<file path="config.mk">
export PLATFORM = sky130hd
export DESIGN_NAME = stream_mux_rr
export DESIGN_NICKNAME = d
export VERILOG_FILES = /design/src/rtl/stream_mux_pkg.sv /design/src/rtl/stream_mux_rr_arbiter.sv /design/src/rtl/stream_mux_rr.sv
export SDC_FILE = /design/constraint.sdc
export NUM_CORES = 1
export LEC_CHECK = 0
export BUFFER_PORTS_ARGS = -buffer_cell sky130_fd_sc_hd__buf_2
export CAP_MARGIN = 15
export CORE_ASPECT_RATIO = 1.5
export CORE_UTILIZATION = 55
export DETAILED_ROUTE_END_ITERATION = 8
export HOLD_SLACK_MARGIN = 0.03
export PLACE_DENSITY = 0.95
export RECOVER_POWER = 100
export SYNTH_ARGS = -nofsm -noshare
export SYNTH_HDL_FRONTEND = slang
export SYNTH_SLANG_ARGS = --single-unit
</file>
<file path="constraint.sdc">
create_clock -name clk -period 8.6 [get_ports clk]
set_input_delay 1.29 -clock clk [delete_from_list [all_inputs] [get_ports clk]]
set_output_delay 1.29 -clock clk [all_outputs]
set_load 0.02 [all_outputs]
</file>
<file path="src/rtl/stream_mux_pkg.sv">
// Shared types and helpers for the stream_mux_rr round-robin stream multiplexer.
// Optional per-channel burst counters are enabled with STREAM_MUX_RR_GRANT_CNT_EN.
package stream_mux_pkg;

  typedef enum logic {
    ST_IDLE = 1'b0,
    ST_LOCK = 1'b1
  } state_t;

  localparam logic MODE_SEL = 1'b0;
  localparam logic MODE_RR  = 1'b1;

  // Rotate-priority pick for up to 16 requesters: returns {found, idx}.
  // The search starts at ptr and wraps at n-1 back to 0; ptr must be < n.
  function automatic logic [4:0] rr_pick(input logic [15:0] valid,
                                         input logic [3:0]  ptr,
                                         input int unsigned n);
    logic [4:0]  res;
    int unsigned idx;
    res = '0;
    for (int unsigned k = 0; k < 16; k++) begin
      idx = 32'(ptr) + k;
      if (idx >= n) idx = idx - n;
      if (k < n && !res[4] && valid[idx[3:0]]) res = {1'b1, idx[3:0]};
    end
    return res;
  endfunction

endpackage

</file>
<file path="src/rtl/stream_mux_rr_arbiter.sv">
// Combinational rotate-priority arbiter used by stream_mux_rr in round-robin mode.
module rr_arbiter
  import stream_mux_pkg::*;
#(
  parameter int N_CH = 8,
  parameter int SW   = $clog2(N_CH)
) (
  input  logic [N_CH-1:0] i_valid,
  input  logic [SW-1:0]   i_ptr,
  output logic            o_found,
  output logic [SW-1:0]   o_idx
);

  logic [4:0] w_pick;

  // Pick the first valid channel at or above the pointer, wrapping around.
  always_comb begin
    w_pick  = rr_pick(16'(i_valid), 4'(i_ptr), N_CH);
    o_found = w_pick[4];
    o_idx   = SW'(w_pick[3:0]);
  end

endmodule

</file>
<file path="src/rtl/stream_mux_rr.sv">
// N-channel valid/ready stream mux with registered output, fixed-select or
// round-robin arbitration, and burst locking on per-channel last flags.
// Define STREAM_MUX_RR_GRANT_CNT_EN to add per-channel completed-burst counters.
module stream_mux_rr
  import stream_mux_pkg::*;
#(
  parameter int N_CH = 8,
  parameter int DW   = 8,
  parameter int SW   = $clog2(N_CH)
) (
  input  logic              clk,
  input  logic              rst,
  input  logic              mode,
  input  logic [SW-1:0]     s,
  input  logic [N_CH-1:0]   in_valid,
  input  logic [N_CH-1:0]   in_last,
  input  logic [N_CH*DW-1:0] in_data,
  output logic [N_CH-1:0]   in_ready,
  output logic              out_valid,
  output logic              out_last,
  output logic [DW-1:0]     out_data,
  output logic [SW-1:0]     out_ch,
  input  logic              out_ready,
  output logic              busy
`ifdef STREAM_MUX_RR_GRANT_CNT_EN
  ,
  output logic [N_CH*16-1:0] grant_cnt
`endif
);

  state_t          r_state;
  logic [SW-1:0]   r_lock_ch;
  logic [SW-1:0]   r_ptr;
  logic            r_out_valid;
  logic            r_out_last;
  logic [DW-1:0]   r_out_data;
  logic [SW-1:0]   r_out_ch;

  logic            w_arb_found;
  logic [SW-1:0]   w_arb_idx;
  logic [SW-1:0]   w_g;
  logic            w_gv;
  logic            w_g_last;
  logic [DW-1:0]   w_g_data;
  logic            w_load;
  logic            w_accept;
  logic [SW-1:0]   w_ptr_next;

  rr_arbiter #(.N_CH(N_CH), .SW(SW)) u_arb (
    .i_valid (in_valid),
    .i_ptr   (r_ptr),
    .o_found (w_arb_found),
    .o_idx   (w_arb_idx)
  );

  // Select the granted channel and fetch its valid/last/data.
  always_comb begin
    // NOTE: every always_comb output gets a default first so no path infers a latch.
    w_gv     = 1'b0;
    w_g_last = 1'b0;
    w_g_data = '0;
    if (r_state == ST_LOCK)      w_g = r_lock_ch;
    else if (mode == MODE_SEL)   w_g = s;
    else                         w_g = w_arb_idx;
    // The arbiter only reports a valid channel, and an out-of-range s matches
    // no channel here, so in_valid[g] is the grant-valid in every mode.
    for (int i = 0; i < N_CH; i++) begin
      if (w_g == SW'(i)) begin
        w_gv     = in_valid[i];
        w_g_last = in_last[i];
        w_g_data = in_data[i*DW +: DW];
      end
    end
    w_load     = ~r_out_valid | out_ready;
    w_accept   = w_load & w_gv & ~rst;
    w_ptr_next = (w_g == SW'(N_CH - 1)) ? '0 : w_g + SW'(1);
    for (int i = 0; i < N_CH; i++) in_ready[i] = w_accept & (w_g == SW'(i));
  end

  // FSM, round-robin pointer and output register.
  always_ff @(posedge clk) begin
    // NOTE: sequential state uses non-blocking assignments so all registers update from pre-edge values.
    if (rst) begin
      r_state     <= ST_IDLE;
      r_lock_ch   <= '0;
      r_ptr       <= '0;
      r_out_valid <= 1'b0;
      r_out_last  <= 1'b0;
      r_out_data  <= '0;
      r_out_ch    <= '0;
    end else begin
      if (w_load) r_out_valid <= w_accept;
      if (w_accept) begin
        r_out_last <= w_g_last;
        r_out_data <= w_g_data;
        r_out_ch   <= w_g;
        if (w_g_last) r_ptr <= w_ptr_next;
        case (r_state)
          ST_IDLE: if (!w_g_last) begin
            r_state   <= ST_LOCK;
            r_lock_ch <= w_g;
          end
          ST_LOCK: if (w_g_last) r_state <= ST_IDLE;
          default: r_state <= ST_IDLE;
        endcase
      end
    end
  end

  assign out_valid = r_out_valid;
  assign out_last  = r_out_last;
  assign out_data  = r_out_data;
  assign out_ch    = r_out_ch;
  assign busy      = (r_state == ST_LOCK);

`ifdef STREAM_MUX_RR_GRANT_CNT_EN
  logic [15:0] r_grant_cnt [N_CH];

  // Count completed bursts per channel, saturating at all-ones.
  always_ff @(posedge clk) begin
    // NOTE: the counter array is small register state, so it is cleared explicitly on reset.
    if (rst) begin
      for (int i = 0; i < N_CH; i++) r_grant_cnt[i] <= '0;
    end else begin
      for (int i = 0; i < N_CH; i++) begin
        if (w_accept && w_g_last && (w_g == SW'(i)) && (r_grant_cnt[i] != 16'hFFFF))
          r_grant_cnt[i] <= r_grant_cnt[i] + 16'd1;
      end
    end
  end

  // Flatten the counters onto the packed output port.
  always_comb begin
    for (int i = 0; i < N_CH; i++) grant_cnt[i*16 +: 16] = r_grant_cnt[i];
  end
`endif

endmodule

</file>
==> results_dict.tcl <==
set metrics [dict create \
    place_inst 546 \
    worstPathCellList "inv_1 > ha_1 > mux4_2 > mux2_1 > or2_2 > o311a_1 > o21ai_0 > o21ai_0 > o21ai_0 > ha_1 > ha_1 > inv_1 > o211ai_1 > a211oi_1 > a211oi_2 > and3_1 > clkbuf_1" \
    peakVddDrop_mv 0.2503 \
    grt-ovfl-total 0 \
    maxCapViolations 0 \
    wl_mm 10.01 \
    max_slew.worst_pin.slew_ns 0.8540 \
    drc 0 \
    ant_nets 0 \
    crit_path_end_kind "primary output" \
    worst_clock_skew_ns 0.003268 \
    final_layout_size_suffix_gt1_frac 0.2697 \
    synthesis.nets 493 \
    outcome "finished, final reports clean" \
    cts_made_buffers 3 \
    antenna_cells 0 \
    area_growth_pct 18.61 \
    cp.required_ns 7.31 \
    path_delay_family "compound AO/OA/AOI/OAI gates" \
    clk_pin_slew_worst_paths_ns 0.07 \
    p_leak_nw 1.467 \
    p_total_w 0.001402 \
    dpl.hpwl_mm 7.713 \
    synth-seq-cells 20 \
    final_cell_mix "88 x buf_2, 41 x nand2_1, 41 x nor2_1" \
    slowest_delay_ns 0.73 \
    dieWidth_um 61.95 \
    htree_levels 1 \
    nNetsFinal 581 \
    min_path_type "register to register" \
    power-per-cell-area_mw_per_mm2 398.6 \
    coreArea_mm2 0.005165 \
    grt_use_total 0.3696 \
    die_area_mm2 0.005695 \
    drt_iter0_drc 306 \
    post-route-period-util 0.9404 \
    synth.distinct_cells 65 \
    ys_warn_count 0 \
    rsz0062_at_grt "no" \
    slew_headroom 0.4307 \
    syn-mean-instance-area_um2 7.507 \
    synth_edf_count 0 \
    clock.fmax_mhz 123.7 \
    vias_per_cell 6.516 \
    grt_max_degree 28 \
    setup_viol 0 \
    yosysSeqAreaShare 0.1350 \
    place_congestion 1.009 \
    synth_top_flop_cell "dfxtp_1" \
    rows 32 \
    root_buffer "clkbuf_8" \
    async_flop_share 0 \
    tns_ns 0 \
    cts_max_path_buffers 2 \
    slew_viol_final 0 \
    io_buffers 108 \
    slowest_stage "dfxtp_1" \
    antenna_found_initial 0 \
    io_pins 109 \
    final_common_cell "buf_2" \
    cp-start-kind "register" \
    hold_violations 0 \
    syn_area_mm2 0.002965 \
    path_buf_inv 3 \
    insertion_delay_ns 0.26 \
    path_max_fanout 20 \
    cts_hold_buf 0 \
    period_minus_slack_ns 8.087 \
    worstSetupPathType "register to primary output" \
    start_util 0.5741 \
    num-fill-cells 415 \
    arrival_ns 6.80 \
    cts_tree "built" \
    clkSinkCount 20 \
    routedWlPerCell_um 18.19 \
    final_cells 550 \
    drt_pre_antenna_iters 5 \
    grt_pass1_wl_mm 16.02 \
    die_h_um 91.93 \
    syn_inst 395 \
    vias 3584 \
    grt_pass1_vias 3537 \
]
[what timing repair did]
action | 4_1_cts | 5_1_grt
setup buffers | 0 | 0
endpoints found under the setup margin | 0 | 2
gates resized for setup | 0 | 1
[routing by layer]
layer	vias to the layer above	global-route usage	part of all wire	routed length (µm)
met2	267	0.6268	0.51	5110
met5	-	0	0	0
met3	57	0.03526	0.080	800
met1	1612	0.4208	0.34	3421
met4	0	0.2259	0.067	675
li1	1648	-	-	-
[kinds of logic after synthesis]
logic type | Yosys count | share of synthesized area
DFF | 20 | 0.1350
AOI/OAI and AO/OA | 139 | 0.3312
buffers and inverters | 51 | 0.08017
muxes | 38 | 0.1785
xor gates and xnor gates | 3 | 0.01139
adders and majority gates | 11 | 0.04641
and+or+nand+nor | 133 | 0.2173
[cell type report]
class	count	area, µm²	area share
well taps	68	85.08	0.02419
repair buffers	114	556.8	0.1583
clock inverters	1	30.03	0.008538
flip-flops and latches	20	401.6	0.1142
multi-input cells	324	2327	0.6617
inverters	20	75.07	0.02134
clock buffers	3	41.29	0.01174
[sequential cells by signal, indices dropped and copies added, names as in the netlist]
register / flops
out_valid: 1
busy: 1
r_ptr: 3
out_ch: 3
out_last: 1
out_data: 8
r_lock_ch: 3
[per-stage QoR]
stage | hold WS (ns) | area [µm²] | util | worst slack [ns]
6_report | 0.4678 | 3517 | 0.6810 | 0.5129
3_3_place_gp | 0.4436 | 3478 | 0.6735 | 1.212
4_1_cts | 0.4676 | 3550 | 0.6873 | 0.5693
2_1_floorplan | 0.4348 | 2965 | - | 2.167
5_1_grt | 0.4927 | 3517 | 0.6810 | 0.1579
3_5_place_dp | 0.4566 | 3478 | 0.6735 | 0.9582
[worst reg2reg max path, cell delays in order (launching register included)]
cell and delay [ns]:
dfxtp_1 0.73, inv_1 0.28, ha_1 0.64, mux4_2 0.62
mux2_1 0.41, or2_2 0.32, o311a_1 0.32, o21ai_0 0.06
o21ai_0 0.11, o21ai_0 0.48, ha_1 0.30, ha_1 0.59
inv_1 0.28, o211ai_1 0.17, a211oi_1 0.10, a211oi_2 0.63
clkbuf_1 0.69, nor2_1 0.12, a311oi_1 0.29
[cell usage after synthesis, types with 2 or more instances]
| library cell | count | area share |
|---|---|---|
| nand2_1 | 41 | 0.052 |
| nor2_1 | 41 | 0.052 |
| a21oi_1 | 37 | 0.062 |
| mux2i_1 | 21 | 0.071 |
| dfxtp_1 | 20 | 0.14 |
| inv_1 | 19 | 0.024 |
| clkbuf_1 | 17 | 0.022 |
| o21ai_0 | 17 | 0.029 |
| a22oi_1 | 13 | 0.033 |
| o211ai_1 | 12 | 0.030 |
| ha_1 | 11 | 0.046 |
| mux4_2 | 11 | 0.084 |
| a311oi_1 | 10 | 0.030 |
| nand2b_1 | 10 | 0.021 |
| nand3_1 | 8 | 0.014 |
| and2_1 | 7 | 0.015 |
| buf_2 | 7 | 0.012 |
| a221o_1 | 6 | 0.020 |
| a211oi_1 | 5 | 0.013 |
| buf_6 | 5 | 0.019 |
| mux2_2 | 5 | 0.019 |
| o22ai_1 | 5 | 0.011 |
| and3_1 | 4 | 0.0084 |
| nand3b_1 | 4 | 0.010 |
| a31oi_1 | 3 | 0.0063 |
| nor2b_1 | 3 | 0.0063 |
| nor3_1 | 3 | 0.0051 |
| o211a_1 | 3 | 0.010 |
| or2_2 | 3 | 0.0063 |
| a211o_1 | 2 | 0.0059 |
| a21boi_0 | 2 | 0.0051 |
| a21o_1 | 2 | 0.0051 |
| a221oi_1 | 2 | 0.0059 |
| buf_1 | 2 | 0.0025 |
| o311a_1 | 2 | 0.0068 |
| o31a_1 | 2 | 0.0059 |
| o31ai_1 | 2 | 0.0051 |
[worst paths after layout]
kind / from / to / slack (ns) / cells after the start
min reg2reg: r_lock_ch[1] / r_lock_ch[1] / 0.47 / 2
min: r_lock_ch[1] / r_lock_ch[1] / 0.47 / 2
max: r_ptr[1] / in_ready[2] / 0.51 / 17
max reg2reg: r_ptr[1] / out_data[3] / 1.37 / 18
[power by group]
| part | switching, W | internal, W |
|---|---|---|
| sequential | 0.0000381 | 0.000126 |
| clock | 0.0000322 | 0.0000621 |
| combinational | 0.000701 | 0.000443 |
| total | 0.000771 | 0.000630 |
No activity file was read; power rests on OpenSTA's default activity.
